--- src/rtl/video_dac_out.sv ---
// Video DAC output stage: ordered-dither colour reduction, blanking and sync
// shaping, with RGB, sync and blank kept aligned through two register stages.
module video_dac_out #(
    parameter int IN_BPP  = 8,
    parameter int OUT_BPP = 8,
    parameter int DITHER  = 1
) (
    input  logic               clk_vid,
    input  logic               reset,
    input  logic               ce_pix,
    input  logic [IN_BPP-1:0]  r_in,
    input  logic [IN_BPP-1:0]  g_in,
    input  logic [IN_BPP-1:0]  b_in,
    input  logic               hs_in,
    input  logic               vs_in,
    input  logic               de_in,
    input  logic               cfg_dither,
    input  logic               cfg_csync,
    input  logic               cfg_hs_pol,
    input  logic               cfg_vs_pol,
    output logic [OUT_BPP-1:0] vga_r,
    output logic [OUT_BPP-1:0] vga_g,
    output logic [OUT_BPP-1:0] vga_b,
    output logic               vga_hs,
    output logic               vga_vs,
    output logic               vga_blank_n,
    output logic               vga_sync_n
);

    localparam int D         = IN_BPP - OUT_BPP;
    localparam int SH_L      = (D >= 2) ? D - 2 : 0;
    localparam int SH_R      = (D >= 2) ? 0 : 2 - D;
    localparam bit DITHER_EN = (DITHER != 0);

    generate
        if (IN_BPP < 1 || IN_BPP > 12 || OUT_BPP < 1 || OUT_BPP > IN_BPP) begin : g_param_check
            $error("video_dac_out: need 1 <= OUT_BPP <= IN_BPP <= 12");
        end
    endgenerate

    // ------------------------------------------------------------------
    // Pixel/line/frame parity, advanced only on pixel-enable samples
    // ------------------------------------------------------------------
    logic r_xp;
    logic r_yp;
    logic r_fp;
    logic r_de_prev;
    logic r_vs_prev;
    logic w_vs_rise;
    logic w_de_fall;

    assign w_vs_rise = vs_in & ~r_vs_prev;
    assign w_de_fall = ~de_in & r_de_prev;

    always_ff @(posedge clk_vid) begin
        if (reset) begin
            r_xp      <= 1'b0;
            r_yp      <= 1'b0;
            r_fp      <= 1'b0;
            r_de_prev <= 1'b0;
            r_vs_prev <= 1'b0;
        end else if (ce_pix) begin
            r_de_prev <= de_in;
            r_vs_prev <= vs_in;
            r_xp      <= de_in ? ~r_xp : 1'b0;
            // A frame start resets the line parity even if a line ends on the same sample
            if (w_vs_rise) begin
                r_yp <= 1'b0;
            end else if (w_de_fall) begin
                r_yp <= ~r_yp;
            end
            if (w_vs_rise) begin
                r_fp <= ~r_fp;
            end
        end
    end

    // ------------------------------------------------------------------
    // 2x2 Bayer threshold, scaled to the D discarded bits
    // ------------------------------------------------------------------
    logic              w_bx;
    logic              w_by;
    logic [1:0]        w_bayer;
    logic [IN_BPP-1:0] w_bayer_ext;
    logic [IN_BPP-1:0] w_t_shaped;
    logic [IN_BPP-1:0] w_t;

    assign w_bx        = r_xp ^ r_fp;
    assign w_by        = r_yp ^ r_fp;
    // {x^y, y} reproduces the matrix 0,2 / 3,1
    assign w_bayer     = {w_bx ^ w_by, w_by};
    assign w_bayer_ext = IN_BPP'(w_bayer);
    // With D = 0 the right shift by 2 leaves nothing, so no dither reaches the data
    assign w_t_shaped  = (D >= 2) ? (w_bayer_ext << SH_L) : (w_bayer_ext >> SH_R);
    assign w_t         = (DITHER_EN && cfg_dither) ? w_t_shaped : '0;

    // ------------------------------------------------------------------
    // Stage 1: sample inputs and threshold
    // ------------------------------------------------------------------
    logic [IN_BPP-1:0] r_s1_t;
    logic              r_s1_hs;
    logic              r_s1_vs;
    logic              r_s1_de;

    always_ff @(posedge clk_vid) begin
        if (reset) begin
            r_s1_t  <= '0;
            r_s1_hs <= 1'b0;
            r_s1_vs <= 1'b0;
            r_s1_de <= 1'b0;
        end else begin
            r_s1_t  <= w_t;
            r_s1_hs <= hs_in;
            r_s1_vs <= vs_in;
            r_s1_de <= de_in;
        end
    end

    // ------------------------------------------------------------------
    // Per-channel quantiser (stage 1 data, stage 2 result)
    // ------------------------------------------------------------------
    logic [IN_BPP-1:0]  w_in_rgb  [3];
    logic [OUT_BPP-1:0] w_out_rgb [3];

    assign w_in_rgb[0] = r_in;
    assign w_in_rgb[1] = g_in;
    assign w_in_rgb[2] = b_in;

    genvar gi;
    generate
        for (gi = 0; gi < 3; gi++) begin : g_chan
            logic [IN_BPP-1:0]  r_s1_pix;
            logic [OUT_BPP-1:0] r_s2_pix;
            logic [IN_BPP:0]    w_sum;
            logic [OUT_BPP-1:0] w_q;

            always_ff @(posedge clk_vid) begin
                if (reset) begin
                    r_s1_pix <= '0;
                end else begin
                    r_s1_pix <= w_in_rgb[gi];
                end
            end

            assign w_sum = {1'b0, r_s1_pix} + {1'b0, r_s1_t};
            // Carry out means the dithered value passed full scale: clamp, never wrap
            assign w_q   = w_sum[IN_BPP] ? '1 : OUT_BPP'(w_sum >> D);

            always_ff @(posedge clk_vid) begin
                if (reset) begin
                    r_s2_pix <= '0;
                end else begin
                    r_s2_pix <= r_s1_de ? w_q : '0;
                end
            end

            assign w_out_rgb[gi] = r_s2_pix;
        end
    endgenerate

    // ------------------------------------------------------------------
    // Stage 2: sync shaping and blanking
    // ------------------------------------------------------------------
    logic w_cs;
    logic w_hs_next;
    logic w_vs_next;
    logic w_sync_n_next;
    logic r_s2_hs;
    logic r_s2_vs;
    logic r_s2_blank_n;
    logic r_s2_sync_n;

    always_comb begin
        w_cs          = r_s1_hs ^ r_s1_vs;
        w_hs_next     = r_s1_hs ^ ~cfg_hs_pol;
        w_vs_next     = r_s1_vs ^ ~cfg_vs_pol;
        w_sync_n_next = 1'b1;
        if (cfg_csync) begin
            w_hs_next     = w_cs ^ ~cfg_hs_pol;
            w_vs_next     = ~cfg_vs_pol;
            w_sync_n_next = ~w_cs;
        end
    end

    always_ff @(posedge clk_vid) begin
        if (reset) begin
            r_s2_hs      <= ~cfg_hs_pol;
            r_s2_vs      <= ~cfg_vs_pol;
            r_s2_blank_n <= 1'b0;
            r_s2_sync_n  <= 1'b1;
        end else begin
            r_s2_hs      <= w_hs_next;
            r_s2_vs      <= w_vs_next;
            r_s2_blank_n <= r_s1_de;
            r_s2_sync_n  <= w_sync_n_next;
        end
    end

    assign vga_r       = w_out_rgb[0];
    assign vga_g       = w_out_rgb[1];
    assign vga_b       = w_out_rgb[2];
    assign vga_hs      = r_s2_hs;
    assign vga_vs      = r_s2_vs;
    assign vga_blank_n = r_s2_blank_n;
    assign vga_sync_n  = r_s2_sync_n;

endmodule

--- config.mk ---
export PLATFORM = sky130hd
export DESIGN_NAME = video_dac_out
export DESIGN_NICKNAME = d
export VERILOG_FILES = /design/src/rtl/video_dac_out.sv
export SDC_FILE = /design/constraint.sdc
export NUM_CORES = 1
export LEC_CHECK = 0
export ABC_CLOCK_PERIOD_IN_PS = 830
export CORE_ASPECT_RATIO = 1.5
export CORE_UTILIZATION = 37
export CTS_BUF_LIST = sky130_fd_sc_hd__clkbuf_4 sky130_fd_sc_hd__clkbuf_8 sky130_fd_sc_hd__clkbuf_16
export CTS_CLUSTER_DIAMETER = 120
export DETAILED_ROUTE_END_ITERATION = 7
export PLACE_DENSITY = 0.73
export SLEW_MARGIN = 10
export SYNTH_ARGS = -nofsm -noshare
export SYNTH_HDL_FRONTEND = slang
export SYNTH_SLANG_ARGS = --single-unit
--- constraint.sdc ---
create_clock -name clk_vid -period 0.83 [get_ports clk_vid]
set_clock_uncertainty 0.05 [all_clocks]
set_input_delay 0.166 -clock clk_vid [delete_from_list [all_inputs] [get_ports clk_vid]]
set_output_delay 0.166 -clock clk_vid [all_outputs]
set_load 0.05 [all_outputs]
==> qor.csv, run 1 <==
metric,value,unit
RSZ-0062 raised after global routing,yes,
Final WS setup,-178,ps
setup TNS,-5660,ps
Num CTS Buffers,5,
Synth Register Bits,55,
Final Util,68.8,%
Synth cell types,14,
fillers,277,
WP data arrival,790,ps
CP peak stage delay,360,ps
vias in the first global route,1041,
critical path launch point type,register,
Hold Path Class,in -> reg,
global placer's final weighted congestion,0.703,
die area,4380,µm²
row count,28,
Tot GR Track Use,15.8,%
clock slew at reported path FFs,90,ps
routed vias,1014,
Lkg Pwr,1.12,nW
Syn Area/Cell,12.6,µm²
Tcrit/Tclk final,121,%
root buffer cell,clkbuf_8,
Multi-input gate area,477,µm²
Power per Cell Area,1890,nW/µm²
drt pass-1 iters,3,
"commonest non-fill, non-tap cell in the layout",dfxtp_2,
residual DRC count,0,
Top delay family on crit path,flip-flops,
DP Wirelength,2060,µm
worst skew pair latency,300,ps
clock sink count,55,
Die H,80.6,µm
initial antenna violation count,0,
first-pass GRT wire length,4600,µm
Placed Area,2470,µm²
synthesis-to-finish area growth,79.0,%
"commonest non-fill, non-tap cells in the layout","30 x dfxtp_2, 29 x clkdlybuf4s50_1, 28 x buf_12",
Via density,4.28,
Setup Viol. Count Final,50,
crit path kind,reg -> out,
relative slew slack,80.4,%
share of post-route cells with drive strength above 1,48.4,%
CTS tree,yes,
Max Buffers Root-to-Sink,2,
DR iter-0 viols,9,
total core area,3960,µm²
register area,1140,µm²
synthesized area,1520,µm²
sequential area share after synthesis,72.3,%
initial core utilization,38.5,%
WHS,173,ps
design area,2730,µm²
htree depth,2,
Top Metal Used,met4,
Syn. warnings,0,
CP bufs+invs,1,
I/O pins,62,
endpoints failing hold,0,
status,"finished, violations left",
crit path time final,1010,ps
WL met1,987,µm
Final #Nets,225,
routed length on met2,1800,µm
slowest CP cell,dfxtp_2,
# Max-Cap Violations,0,
wire length on met3,118,µm
routed length per placed instance,12.8,µm
pin count of the biggest net entering global routing,17,
Worst EP required,610,ps
"Remaining Overflow, GRT",0,
Post-Synthesis Cells,121,
worst slew pin tran,294,ps
failing checks,negative setup slack,
die width,54.4,µm
syn_nets,155,
final WL,3040,µm
crit end category,primary output,
ANT nets after route,0,
final instance count without filler cells,237,
max-slew violations,0,
"critical path, cell by cell",buf_12,
dpl cells,225,
Buffers on Ports,59,
CP Max Fanout,1,
peak supply drop,1.45,mV
Peak Freq,992,MHz
Antenna diodes,0,
[worst register-to-register path: cells and delay by family (launching register included)]
family / cells / cell delay (ps)
xor gates and xnor gates: 1 / 170
DFF: 1 / 360
muxes: 1 / 160
and+or+nand+nor: 1 / 120
[flip-flops by register name, indices dropped and copies added, names as in the netlist]
register	count
g_chan.r_s1_pix	24
r_s1_de	1
r_s1_hs	1
r_s1_vs	1
vga_b	8
vga_blank_n	1
vga_g	8
vga_hs	1
vga_r	8
vga_sync_n	1
vga_vs	1
[timing repair]
action,in CTS,in global routing
endpoints found under the setup margin,81,55
setup buffers,2,1
gates cloned,2,0
endpoints found under the hold margin,0,0
resized for setup,54,5
pin swaps,19,4
hold buffers,0,0
[power by group]
part | switching (mW) | internal (mW)
Clock | 0.793 | 0.976
Combinational | 0.229 | 0.344
Sequential | 0.0504 | 2.75
Total | 1.07 | 4.06
[metrics by stage]
| stage | power, mW | setup slack (ps) |
|---|---|---|
| 3_3_place_gp | 3.36 | -583 |
| 5_1_grt | 5.29 | -198 |
| 4_1_cts | 5.15 | -180 |
| 3_5_place_dp | 3.38 | -663 |
| 2_1_floorplan | 3.04 | -15.3 |
| 6_report | 5.14 | -178 |
[per-layer routing]
layer	global-route usage [%]	up-vias
met2	30.1	37
met1	12.5	463
li1	-	503
met4	11.3	0
met5	0	-
met3	4.17	11
[synth_stat cells]
| library cell | count | area share, % |
|---|---|---|
| xnor2_1 | 1 | 0.58 |
| nor2b_2 | 1 | 0.58 |
| nor2_1 | 1 | 0.25 |
| nand2_1 | 1 | 0.25 |
| buf_4 | 1 | 0.49 |
| mux2i_1 | 1 | 0.66 |
| nor3b_2 | 1 | 0.82 |
| xor2_1 | 2 | 1.2 |
| nor2b_1 | 28 | 12 |
| clkbuf_1 | 3 | 0.74 |
| and2_1 | 24 | 9.9 |
| dfxtp_1 | 55 | 72 |
| nand3b_1 | 1 | 0.49 |
| buf_2 | 1 | 0.33 |
[worst paths after layout]
check | from | end | slack [ps] | depth (start not counted)
min reg2reg | g_chan[1].r_s1_pix[5] | vga_g[5] | 380 | 1
min | reset | r_s1_hs | 170 | 2
max | vga_hs | vga_hs | -180 | 1
max reg2reg | r_s1_hs | vga_hs | -110 | 3
[cell type report]
cell class | count | share of cell area (%)
sequential | 55 | 41.9
multi-input combinational | 63 | 17.5
clock inverter | 2 | 1.29
timing repair buffer | 66 | 34.2
tap | 45 | 2.07
clock buffer | 6 | 3.03
[logic make-up after synthesis]
| group | count (synthesis) | synth area share, % |
|---|---|---|
| muxes | 1 | 0.657 |
| buffers and inverters | 5 | 1.56 |
| xor gates and xnor gates | 3 | 1.73 |
| and+or+nand+nor | 57 | 23.7 |
| DFF | 55 | 72.3 |
No activity file was read; power rests on OpenSTA's default activity.
==> inputs of run 2 (changes only) <==
--- a/config.mk
+++ b/config.mk
@@ -7,6 +7,7 @@
 export LEC_CHECK = 0
 export ABC_CLOCK_PERIOD_IN_PS = 830
 export CORE_ASPECT_RATIO = 1.5
+export CORE_MARGIN = 2
 export CORE_UTILIZATION = 37
 export CTS_BUF_LIST = sky130_fd_sc_hd__clkbuf_4 sky130_fd_sc_hd__clkbuf_8 sky130_fd_sc_hd__clkbuf_16
 export CTS_CLUSTER_DIAMETER = 120
==> run 2 against run 1 <==
The flow still finishes with violations (negative setup slack). Critical path depth unchanged. Routed wire length fell by 0.69%. Via count decreased by 2.1%. First-iteration DRC count grew 78%. Sequential power about the same. Combinational power is 0.7% higher. Global-route usage down 2.2 points. Hold slack improved by 2.5 ps. Final area decreased by 0.18%. Largest cell class unchanged. Highest routed layer unchanged.
==> qor.csv, run 2 (same netlist as run 1, synthesis figures left out) <==
metric,value,unit
fillers,286,
register area,1140,µm²
Reg2Reg Setup Slack,-90,ps
routed vias,993,
FF-to-FF End,vga_g[5],
Final WS setup,-168,ps
initial core utilization,38.5,%
setup TNS,-5350,ps
die width,56.4,µm
worst reg2reg path depth,3,
slowest CP cell,dfxtp_2,
Antenna diodes,0,
I/O pins,62,
worst slew pin tran,277,ps
residual DRC count,0,
largest register by flop count,g_chan.r_s1_pix,
failing checks,negative setup slack,
Setup crit start,vga_r[5],
status,"finished, violations left",
WP data arrival,780,ps
critical path launch point type,register,
vias in the first global route,1021,
root buffer cell,clkbuf_8,
relative slew slack,81.5,%
Hold Path Class,in -> reg,
synthesis-to-finish area growth,78.6,%
WL met1,942,µm
Setup Viol. Count Final,43,
first-pass GRT wire length,4610,µm
R2R Path Start,r_s1_de,
pin count of the biggest net entering global routing,16,
Num CTS Buffers,5,
final instance count without filler cells,236,
CP peak stage delay,360,ps
worst skew pair latency,290,ps
Multi-input gate area,468,µm²
DR iter-0 viols,16,
share of post-route cells with drive strength above 1,47.6,%
clock sink count,55,
Worst EP required,610,ps
CP Depth,1,
max-slew violations,0,
endpoints failing hold,0,
dpl cells,226,
Top delay family on crit path,flip-flops,
"commonest non-fill, non-tap cell in the layout",dfxtp_2,
crit end category,primary output,
"Remaining Overflow, GRT",0,
row count,28,
"critical path, cell by cell",buf_12,
peak supply drop,1.47,mV
max reg flops,24,
htree depth,2,
WHS,176,ps
CP Max Fanout,1,
clock slew at reported path FFs,90,ps
Tcrit/Tclk final,120,%
Peak Freq,1000,MHz
Die H,82.6,µm
ANT nets after route,0,
crit path time final,998,ps
Via density,4.21,
die area,4660,µm²
"commonest non-fill, non-tap cells in the layout","31 x dfxtp_2, 30 x buf_12, 29 x clkdlybuf4s50_1",
drt pass-1 iters,2,
Power per Cell Area,1850,nW/µm²
routed length on met2,1940,µm
Tot GR Track Use,13.6,%
total core area,3960,µm²
Lkg Pwr,1.11,nW
CTS tree,yes,
CP bufs+invs,1,
global placer's final weighted congestion,0.685,
Max Buffers Root-to-Sink,2,
hold_buf cts,0,
Top Metal Used,met4,
Buffers on Ports,59,
initial antenna violation count,0,
RSZ-0062 raised after global routing,yes,
# Max-Cap Violations,0,
Final #Nets,225,
crit path kind,reg -> out,
final WL,3020,µm
wire length on met3,89,µm
DP Wirelength,2190,µm
critical path endpoint,vga_r[5],
routed length per placed instance,12.8,µm
## run 2: worst min-delay path by stage
stage	from	to	slack, ps	depth (start not counted)
after floorplan	cfg_csync	vga_sync_n	200	1
after global placement	g_chan[2].r_s1_pix[3]	vga_b[3]	360	1
after detailed placement	g_chan[2].r_s1_pix[3]	vga_b[3]	360	1
after CTS	cfg_csync	vga_sync_n	280	3
after global routing	reset	r_s1_hs	210	2
final	reset	r_s1_hs	180	2
## run 2: final cells by class
type | instances | area share, %
multi-input cells | 63 | 17.2
clock buffers | 6 | 2.81
flip-flops and latches | 55 | 41.9
repair buffers | 66 | 34.9
clock inverters | 1 | 1.10
well taps | 45 | 2.07
## run 2: stage by stage
step / worst slack (ps) / power (mW) / utilization (%) / cell area, µm²
floorplan: -15.3 / 3.04 / - / 1530
detailed placement: -631 / 3.39 / 62.9 / 2490
global route: -196 / 5.20 / 68.7 / 2720
finish: -168 / 5.03 / 68.7 / 2720
global placement: -567 / 3.37 / 62.9 / 2490
CTS: -177 / 5.06 / 68.2 / 2700
## run 2: per-layer routing
| metal | vias up | global-route usage (%) |
|---|---|---|
| li1 | 504 | - |
| met1 | 458 | 11.8 |
| met2 | 26 | 28.7 |
| met3 | 5 | 2.80 |
| met4 | 0 | 6.43 |
| met5 | - | 0 |
## run 2: what timing repair did
action	4_1_cts	5_1_grt
cloned	2	0
gates resized for setup	42	11
endpoints found under the hold margin	0	0
pin swaps	12	13
setup buffers	1	1
setup endpoints to repair	81	55
## run 2: report_power, final
part	internal, mW	switching (mW)
sequential	2.75	0.0468
combinational	0.351	0.226
clock	0.917	0.747
==> inputs of run 3 (changes only) <==
--- a/config.mk
+++ b/config.mk
@@ -6,13 +6,15 @@
 export NUM_CORES = 1
 export LEC_CHECK = 0
 export ABC_CLOCK_PERIOD_IN_PS = 830
+export CELL_PAD_IN_SITES_DETAIL_PLACEMENT = 1
+export CELL_PAD_IN_SITES_GLOBAL_PLACEMENT = 1
 export CORE_ASPECT_RATIO = 1.5
 export CORE_MARGIN = 2
-export CORE_UTILIZATION = 37
+export CORE_UTILIZATION = 28
 export CTS_BUF_LIST = sky130_fd_sc_hd__clkbuf_4 sky130_fd_sc_hd__clkbuf_8 sky130_fd_sc_hd__clkbuf_16
 export CTS_CLUSTER_DIAMETER = 120
 export DETAILED_ROUTE_END_ITERATION = 7
-export PLACE_DENSITY = 0.73
+export PLACE_DENSITY_LB_ADDON = 0.1
 export SLEW_MARGIN = 10
 export SYNTH_ARGS = -nofsm -noshare
 export SYNTH_HDL_FRONTEND = slang
==> run 3 against run 2 <==
The flow still finishes with violations (negative setup slack). Hold slack gained 120 ps. Clock power shrank 7%. Sequential power is essentially flat. Total power shrank 2.1%. Largest cell class unchanged. Utilization shrank 15 points. Count of clock-buffer cells in the layout grew 1. Sequential share of layout area shrank 0.79 points. Register-to-register slack is essentially flat.
==> qor.csv, run 3 (same netlist as run 1, synthesis figures left out) <==
metric,value,unit
combinational group share of total power,12.0,%
failing checks,negative setup slack,
crit path time final,1020,ps
"commonest non-fill, non-tap cell in the layout",dfxtp_2,
Via density,3.97,
CP peak stage delay,370,ps
R2R Path Start,r_s1_vs,
max reg flops,24,
initial core utilization,29.3,%
CP Max Fanout,1,
WHS Path Cells,3,
Tcrit/Tclk final,123,%
Power per Cell Area,1780,nW/µm²
first-pass GRT wire length,5950,µm
hold_sp,cfg_csync,
setup TNS,-6080,ps
CTS tree,yes,
relative slew slack,87.3,%
"critical path, cell by cell",buf_12,
htree depth,2,
switching fraction of total power,22.4,%
DR iter-0 viols,14,
root buffer cell,clkbuf_8,
Tot GR Track Use,13.4,%
Max Buffers Root-to-Sink,2,
Top delay family on crit path,flip-flops,
initial antenna violation count,0,
routed vias,1035,
hold_buf cts,0,
"commonest non-fill, non-tap cells in the layout","31 x dfxtp_2, 29 x clkdlybuf4s50_1, 29 x buf_12",
Final WS setup,-195,ps
clock slew at reported path FFs,90,ps
Reg2Reg Setup Slack,-100,ps
Hold EP,vga_sync_n,
Worst EP required,610,ps
Setup Viol. Count Final,54,
status,"finished, violations left",
FF-to-FF End,vga_hs,
endpoints failing hold,0,
CP bufs+invs,1,
routed length per placed instance,13.8,µm
worst skew pair latency,300,ps
Num CTS Buffers,5,
Lkg Pwr,1.12,nW
worst slew pin tran,186,ps
peak supply drop,1.12,mV
share of post-route cells with drive strength above 1,50.8,%
P_sw,1.11,mW
WHS,300,ps
largest register by flop count,g_chan.r_s1_pix,
ANT nets after route,0,
worst slack at placement,-612,ps
max-slew violations,0,
Antenna diodes,0,
global placer's final weighted congestion,0.642,
Flop pwr share,56.8,%
crit path kind,reg -> out,
synthesis-to-finish area growth,82.1,%
Peak Freq,976,MHz
I/O pins,62,
Final Util,53.3,%
Die H,94.3,µm
residual DRC count,0,
# Max-Cap Violations,0,
slowest CP cell,dfxtp_2,
row count,32,
DP Wirelength,2570,µm
Buffers on Ports,59,
critical path launch point type,register,
pin count of the biggest net entering global routing,18,
total power draw,4.93,mW
WP data arrival,810,ps
Hold Path Class,in -> reg,
internal power,3.82,mW
total core area,5200,µm²
final WL,3610,µm
"Remaining Overflow, GRT",0,
die area,6060,µm²
RSZ-0062 raised after global routing,yes,
vias in the first global route,1186,
clock sink count,55,
worst reg2reg path depth,3,
Final #Nets,226,
die width,64.2,µm
drt pass-1 iters,4,
crit end category,primary output,
clock share of power,31.2,%
[run 3: final cells by class]
cell class / count / area [µm²]
sequential: 55 / 1140
clock inverter: 1 / 8.76
multi-input combinational: 62 / 479
fill: 532 / 2430
timing repair buffer: 68 / 970
clock buffer: 7 / 90.1
tap: 68 / 85.1
[run 3: through the flow]
step,area [µm²],instances
floorplan,1530,121
global placement,2510,249
detailed placement,2510,249
CTS,2730,261
global route,2770,261
finish,2770,261
[run 3: routing by layer]
metal	routed length, µm	GRT usage (%)	up-vias
met5	0	0	-
li1	-	-	504
met3	239	4.56	4
met2	2060	25.1	38
met1	1250	13.4	489
met4	51	5.32	0
[run 3: repair_timing]
item	in CTS	in global routing
setup endpoints to repair	83	55
buffers inserted	3	1
resized for setup	48	12
gates cloned	1	0
pin swaps	21	3
[run 3: power by group through the flow]
stage / Combinational (mW) / Clock [mW] / Sequential, mW
after global placement: 0.532 / 0 / 2.84
after CTS: 0.585 / 1.60 / 2.80
after detailed placement: 0.545 / 0 / 2.85
after floorplan: 0.105 / 0 / 2.94
final: 0.590 / 1.54 / 2.80
after global routing: 0.630 / 1.71 / 2.81
[run 3: how the worst max path moves through the flow]
stage | slack, ps | cells past startpoint | from | end
after floorplan | -20 | 3 | r_s1_de | vga_g[5]
after global placement | -530 | 5 | reset | vga_hs
after detailed placement | -610 | 3 | reset | vga_r[2]
after CTS | -210 | 1 | vga_r[1] | vga_r[1]
after global routing | -230 | 1 | vga_r[1] | vga_r[1]
final | -190 | 1 | vga_r[1] | vga_r[1]
